==> config.mk <==
export PLATFORM = sky130hd
export DESIGN_NAME = load_store_unit
export DESIGN_NICKNAME = d
export VERILOG_FILES = /design/src/rtl/load_store_unit.sv
export SDC_FILE = /design/constraint.sdc
export NUM_CORES = 1
export LEC_CHECK = 0
export BUFFER_PORTS_ARGS = -buffer_cell sky130_fd_sc_hd__buf_2
export CAP_MARGIN = 20
export CORE_MARGIN = 2
export CORE_UTILIZATION = 40
export CTS_CLUSTER_DIAMETER = 30
export DETAILED_ROUTE_END_ITERATION = 8
export HOLD_SLACK_MARGIN = 0.1
export PLACE_DENSITY = 0.7
export SETUP_SLACK_MARGIN = 0.1
export SYNTH_ARGS = -nofsm -noshare
export SYNTH_HDL_FRONTEND = slang
export SYNTH_SLANG_ARGS = --single-unit
==> constraint.sdc <==
create_clock -name clk -period 1.84 [get_ports clk]
set_clock_uncertainty 0.2 [all_clocks]
set_input_delay 0 -clock clk [delete_from_list [all_inputs] [get_ports clk]]
set_output_delay 0 -clock clk [all_outputs]
set_load 0.01 [all_outputs]
==> src/rtl/load_store_unit.sv <==
// load_store_unit: memory-stage controller between execute and writeback.
// Turns a load/store request into one valid/ready memory transaction. It
// drives byte enables and lane-replicated store data, holds `stall` while the
// access is outstanding, and returns a sign- or zero-extended load result.
// Optional feature: define LSU_TIMEOUT_EN to build a REQ watchdog. The
// watchdog aborts the access with `err` after TIMEOUT cycles without mem_ready.
module load_store_unit #(
  parameter int ADDR_W  = 32,
  parameter int TIMEOUT = 16
) (
  input  logic              clk,
  input  logic              rst,
  input  logic              memread,
  input  logic              memwrite,
  input  logic [2:0]        funct3,
  input  logic [ADDR_W-1:0] addr,
  input  logic [31:0]       wdata,
  output logic              mem_req,
  output logic              mem_we,
  output logic [ADDR_W-1:0] mem_addr,
  output logic [31:0]       mem_wdata,
  output logic [3:0]        mem_be,
  input  logic              mem_ready,
  input  logic [31:0]       mem_rdata,
  output logic [31:0]       readdata,
  output logic              done,
  output logic              err,
  output logic              stall
);

  localparam logic [1:0] S_IDLE = 2'd0;
  localparam logic [1:0] S_REQ  = 2'd1;
  localparam logic [1:0] S_DONE = 2'd2;

  localparam logic [2:0] F3_B  = 3'b000;
  localparam logic [2:0] F3_H  = 3'b001;
  localparam logic [2:0] F3_W  = 3'b010;
  localparam logic [2:0] F3_BU = 3'b100;
  localparam logic [2:0] F3_HU = 3'b101;

  // A non-positive TIMEOUT would make the watchdog fire before any REQ cycle.
  // Only positive values are supported.
  if (TIMEOUT < 1) begin : g_timeout_must_be_positive
  end

  logic [1:0]        state;
  logic              mem_we_q;
  logic [ADDR_W-1:0] mem_addr_q;
  logic [31:0]       mem_wdata_q;
  logic [3:0]        mem_be_q;
  logic [1:0]        offset_q;
  logic [2:0]        funct3_q;
  logic [31:0]       readdata_q;
  logic              err_q;

  logic              access;
  logic              illegal;
  logic [3:0]        be_next;
  logic [31:0]       wdata_next;
  logic [7:0]        rd_byte;
  logic [15:0]       rd_half;
  logic [31:0]       load_fmt;
  logic              timed_out;

  assign access = memread | memwrite;

  // Classify the incoming request. Only IDLE consults the result.
  always_comb begin
    // NOTE: every always_comb output gets a default first, so no path leaves
    // it unassigned and no latch is inferred.
    illegal = memread & memwrite;
    case (funct3)
      F3_B, F3_BU: illegal = illegal;
      F3_H, F3_HU: if (addr[0]) illegal = 1'b1;
      F3_W:        if (addr[1:0] != 2'b00) illegal = 1'b1;
      default:     illegal = 1'b1;
    endcase
  end

  // Byte enables and replicated store data for the addressed lane(s).
  always_comb begin
    be_next    = 4'b1111;
    wdata_next = wdata;
    case (funct3[1:0])
      2'b00: begin
        be_next    = 4'b0001 << addr[1:0];
        wdata_next = {4{wdata[7:0]}};
      end
      2'b01: begin
        be_next    = addr[1] ? 4'b1100 : 4'b0011;
        wdata_next = {2{wdata[15:0]}};
      end
      default: be_next = 4'b1111;
    endcase
  end

  // Lane selection uses the offset registered at request time. The live
  // address may already belong to the next instruction.
  assign rd_byte = mem_rdata[{offset_q, 3'b000} +: 8];
  assign rd_half = offset_q[1] ? mem_rdata[31:16] : mem_rdata[15:0];

  // Extend the selected lane according to the registered funct3.
  always_comb begin
    load_fmt = mem_rdata;
    case (funct3_q)
      F3_B:    load_fmt = {{24{rd_byte[7]}}, rd_byte};
      F3_BU:   load_fmt = {24'h0, rd_byte};
      F3_H:    load_fmt = {{16{rd_half[15]}}, rd_half};
      F3_HU:   load_fmt = {16'h0, rd_half};
      default: load_fmt = mem_rdata;
    endcase
  end

`ifdef LSU_TIMEOUT_EN
  localparam int CNT_W = $clog2(TIMEOUT + 1);

  logic [CNT_W-1:0] wait_cnt;

  assign timed_out = (wait_cnt == CNT_W'(TIMEOUT - 1));

  // Count REQ cycles without mem_ready. The count is held at zero in IDLE so
  // every REQ entry starts from zero.
  always_ff @(posedge clk or negedge rst) begin
    if (!rst) begin
      wait_cnt <= '0;
    end else if (state == S_IDLE) begin
      wait_cnt <= '0;
    end else if (state == S_REQ && !mem_ready) begin
      wait_cnt <= wait_cnt + 1'b1;
    end
  end
`else
  assign timed_out = 1'b0;
`endif

  // Main controller: accept in IDLE, hold the request in REQ, pulse in DONE.
  always_ff @(posedge clk or negedge rst) begin
    // NOTE: sequential state uses non-blocking assignments only. Every register
    // then sees pre-edge values, whatever order the statements are written in.
    if (!rst) begin
      state       <= S_IDLE;
      mem_we_q    <= 1'b0;
      mem_addr_q  <= '0;
      mem_wdata_q <= '0;
      mem_be_q    <= 4'b0000;
      offset_q    <= 2'b00;
      funct3_q    <= 3'b000;
      readdata_q  <= '0;
      err_q       <= 1'b0;
    end else begin
      case (state)
        S_IDLE: begin
          if (access) begin
            if (illegal) begin
              state      <= S_DONE;
              err_q      <= 1'b1;
              readdata_q <= '0;
            end else begin
              state       <= S_REQ;
              err_q       <= 1'b0;
              mem_we_q    <= memwrite;
              mem_addr_q  <= {addr[ADDR_W-1:2], 2'b00};
              mem_wdata_q <= wdata_next;
              mem_be_q    <= be_next;
              offset_q    <= addr[1:0];
              funct3_q    <= funct3;
            end
          end
        end
        S_REQ: begin
          if (mem_ready) begin
            readdata_q <= mem_we_q ? 32'h0 : load_fmt;
            state      <= S_DONE;
          end else if (timed_out) begin
            // An aborted store counts as not performed.
            readdata_q <= '0;
            err_q      <= 1'b1;
            state      <= S_DONE;
          end
        end
        S_DONE:  state <= S_IDLE;
        default: state <= S_IDLE;
      endcase
    end
  end

  assign mem_req   = (state == S_REQ);
  assign done      = (state == S_DONE);
  assign err       = (state == S_DONE) & err_q;
  assign stall     = ((state == S_IDLE) & access) | (state == S_REQ);
  assign mem_we    = mem_we_q;
  assign mem_addr  = mem_addr_q;
  assign mem_wdata = mem_wdata_q;
  assign mem_be    = mem_be_q;
  assign readdata  = readdata_q;

endmodule

# Word-level counts from Yosys, hierarchy flattened
# Index checks and enable logic that the tools add are counted.
[totals] register_bits=107
[classes] eq_ne=13 shifts=2 mux=18 bitwise_logic=6 n_reduce_logical=12
[ops] cell="32-bit 2-to-1 mux" n=4
[ops] cell="32-bit one-hot mux with 2 select lines" n=2
[ops] cell="32-bit one-hot mux with 4 select lines" n=1
[ops] cell="32-bit by 6-bit variable part select with 8-bit output" n=1
[ops] cell="16-bit 2-to-1 mux" n=1
[ops] cell="3-bit == test, second input constant" n=4
[ops] cell="4-bit one-hot mux with 2 select lines" n=1
[ops] cell="3-bit by 1-bit == test with 1-bit output, second input constant" n=2
[ops] cell="3-bit logical NOT" n=2
[ops] cell="2-bit 2-to-1 mux" n=3
[ops] cell="2-bit by 1-bit == test with 1-bit output, second input constant" n=2
[ops] cell="2-bit logical NOT" n=2
[ops] cell="4-bit 2-to-1 mux" n=1
[ops] cell="2-bit != test, second input constant" n=2
[ops] cell="2-bit one-hot mux with 2 select lines" n=1
[ops] cell="2-bit AND reduction" n=2
[ops] cell="4-bit AND reduction" n=1
[ops] cell="2-bit nonzero test" n=2
[ops] cell="2-bit OR reduction" n=2
[ops] cell="1-bit by 2-bit << shifter with 4-bit output, first input constant" n=1
[ops] cell="1-bit AND" n=3
[ops] cell="3-bit by 2-bit == test with 1-bit output, second input constant" n=1
[ops] cell="1-bit 2-to-1 mux" n=3
[ops] cell="1-bit one-hot mux with 3 select lines" n=1
[ops] cell="5 further kinds" n=6

# Logic depth before layout (Yosys ltp)
[depth] word_depth=6 ltp_mapped=6 mapped_depth_nobuf=4

# Worst setup path before layout
# No wires, ideal clock.
[synth_path] kind="register -> register" start="reg offset_q[1]" end="reg readdata_q[16] (netlist: readdata[16])" setup_time_ns=0.122 arrival_time_ns=1.617 required_ns=1.518 path_slack_ns=-0.099 stages_incl_launch_ff=7 period_less_slack_ns=1.939 path_cell_list="dfrtp_1 > buf_6 > mux4_2 > a221o_1 > nand2_4 > buf_8 > o2bb2ai_1"
[synth_between] elab_chain_len=5 elab_cells_between_ends=6
[synth_rtl] element="from (decl)" line="51" rtl="logic [1:0] offset_q;"
[synth_rtl] element="from (signal assigned)" line="165" rtl="offset_q <= addr[1:0];"
[synth_rtl] element="32-bit by 6-bit variable part select with 8-bit output or 16-bit 2-to-1 mux (tied branches)" line="99, 100"
[synth_rtl] element="32-bit one-hot mux with 4 select lines *" line="105" rtl="case (funct3_q)"
[synth_rtl] element="32-bit 2-to-1 mux *" line="172" rtl="readdata_q <= mem_we_q ? 32'h0 : load_fmt;"
[synth_rtl] element="32-bit 2-to-1 mux *" line="171" rtl="if (mem_ready) begin"
[synth_rtl] element="32-bit one-hot mux with 2 select lines *" line="151" rtl="case (state)"
[synth_rtl] element="to (signal assigned)" line="172"
[synth_rtl] element="to (decl)" line="53" rtl="logic [31:0] readdata_q;"
# Every way passes the cells marked *; elsewhere a longest branch is shown, timed or not. The select of a mux whose other input is x is not followed.
# A chain may end at the register's enable or synchronous reset.

# Worst setup path in the final report
[layout_path] start="reg offset_q[1]" end="reg readdata_q[15] (netlist: readdata[15])"
# The elaborated chain is that of the path after synthesis.

==> qor.yml <==
status: "complete, but fails checks"
violations: "negative setup slack"
ios: 209
synth_edf_count: 0
grt_pass1_wl_mm: 25.6
placed_area_um2: 6260
crit_start: "offset_q[1]"
clkSinkCount: 107
busiest_layer: "met2"
peakVddDrop_uv: 754
reg2reg_from: "offset_q[1]"
cts_made_buffers: 9
pwr_density_cell_nw_per_um2: 1290
crit_path_max_incr_delay_ns: 0.55
clk_pin_slew_ns: 0.07
num_vias: 4971
fin_nets: 882
viasPerCell: 5.23
hold_violations: 0
multi_input_area_um2: 2260
finalNonFillerCells: 951
fin_crit_sh_pct: 108
yosysMostFrequentCell: "dfrtp_1"
worstSetupPathType: "flip-flop to flip-flop"
use_met2_pct: 44.4
seq_area_frac_synth_pct: 54.0
wirelength_mm: 18.0
wl_per_cell_um: 18.9
synth.distinct_cells: 39
netlist_area_um2: 4950
critPathBufInv: 0
grtUsageMet3_pct: 6.38
htreeDepth: 3
first_global_vias: 5126
dp_hpwl_mm: 9.95
portBuffers: 206
drt_iter0_markers: 333
finalWeightedCongestion: 0.843
p_leak_nw: 3.98
antenna_found_initial: 1
synth_top_area_share_pct: 54.0
synth.top_cells.by_count: "107 x dfrtp_1, 50 x o21ai_0, 48 x mux2_2, 32 x mux2i_1, 31 x a21oi_1"
regArea_um2: 2680
cts_tree: "yes"
synth_area_leader_cell: "dfrtp_1"
clockBufferDepth: 2
antenna_left: 0
fin_util_pct: 67.5
ys.warnings.count: 0
rsz0062_at_grt: "true"
period_needed_ns: 1.98
whs_ns: 0.0103
cp_data_required_time_ns: 1.88
fmax_mhz: 505
worstPathCellList: "mux4_2, a221o_1, nand2_2, o2bb2ai_1"
drc: 0
cp-start-kind: "flip-flop"
initial_utilization_pct: 41.1
path_delay_family: "multiplexers"
critical-path-slowest-cell: "mux4_2"
diodes: 0
hp-start: "funct3[0]"
die_h_um: 115
min_path_type: "input port to flip-flop"
syn-instance-count: 443
synth_ff_type: "dfrtp_1"
drt_pre_antenna_iters: 5
cp.arrival_ns: 2.02
use_met1_pct: 28.9
nFillCells: 885
dp.cells: 809
setup_violations: 32
grtUsageTotal_pct: 25.1
endpoint_kind: "flip-flop"
slew_viol_final: 0
synth_area_per_cell_um2: 11.2
row_count: 40
yosys-top-cells-area: "dfrtp_1 54%, mux2_2 11%, mux2i_1 6.5%"
ys_ff_latch: 107
dieArea_um2: 13300
stdcell_area_um2: 8140
cts_root_buf: "clkbuf_16"
max_cap_violations: 0
grt_max_degree: 60
cp_max_fo: 8
drive_above_1_share_pct: 42.7
tns_ns: -1.63
grt-ovfl-total: 0
area_growth_pct: 64.3
core_um2: 12100
layout_setup_ws_ns: -0.140
die_w_um: 115
clk_latency_ns: 0.36
async_reset_ff_share_pct: 100
-- flip-flops by register name (all words and copies together), names as in the netlist --
signal	cells
mem_addr	30
state	2
funct3_q	3
mem_we	1
err_q	1
readdata	32
mem_wdata	32
mem_be	4
offset_q	2
-- cell usage in the layout (no fill, tap or decap), types with 4 or more instances in the layout --
cell and instances:
mux2_2 48, buf_12 5, buf_2 205, a211oi_2 4
nor2_2 7, nand2b_1 8, a21oi_1 30, mux2i_1 29
and3_1 5, nor2b_1 10, nor2_1 16, dlygate4sd3_1 115
dfrtp_1 106, nand2_1 30, clkbuf_16 14, inv_6 4
inv_1 6, o21ai_0 49, buf_4 19, o2bb2ai_1 24
-- what timing repair did --
action	in CTS	in global routing
hold endpoints to repair	214	12
pin swaps	2	2
hold buffers	109	9
gates cloned	3	6
setup buffers	2	0
setup endpoints to repair	62	105
resized for setup	15	30
-- layout make-up --
type | count | area share (%)
timing repair buffer | 354 | 32.4
multi-input combinational | 300 | 27.8
clock inverter | 7 | 1.28
sequential | 107 | 32.9
inverter | 6 | 0.277
tap | 168 | 2.58
clock buffer | 9 | 2.77
-- where the power goes --
part / total (W) / switching (W) / internal (W)
Combinational: 0.00452 / 0.00233 / 0.00219
Clock: 0.00216 / 0.000946 / 0.00122
Sequential: 0.00381 / 0.000574 / 0.00323
Total: 0.0105 / 0.00385 / 0.00663
-- metrics by stage --
step           power, W  worst slack, ns
3_3_place_gp    0.00747           0.0143
3_5_place_dp    0.00760          -0.0556
5_1_grt          0.0111           -0.140
4_1_cts          0.0101          -0.0648
6_report         0.0105           -0.140
2_1_floorplan   0.00593          -0.0649
-- cell families after synthesis --
| kind of cell | after synthesis | share of synthesized area, % |
|---|---|---|
| flops | 107 | 54.0 |
| compound gates | 122 | 15.2 |
| buf+inv | 38 | 3.61 |
| mux | 81 | 17.8 |
| simple gates | 94 | 9.24 |
| other cells | 1 | 0.0757 |
-- metal layers --
metal,vias to the layer above,wire (µm)
li1,2252,-
met1,2425,6940
met2,258,9310
met3,34,1230
met4,2,459
met5,-,14
-- worst min-delay path: cells and delay by family --
kind	cells	cell delay, ns
simple gates	2	0.25
buf+inv	2	0.18
compound gates	1	0.10
-- worst paths after layout --
kind,slack [ns],endpoint,cells past startpoint
hold reg to reg,0.28,mem_wdata[8],2
setup / recovery,-0.14,readdata[15],4
hold / removal,0.01,state[1],5
setup reg to reg,-0.14,readdata[15],4
min in group asynchronous,0.63,readdata[21],4
max in group asynchronous,0.50,mem_wdata[1],4
Power figures use the tool's default switching activity.
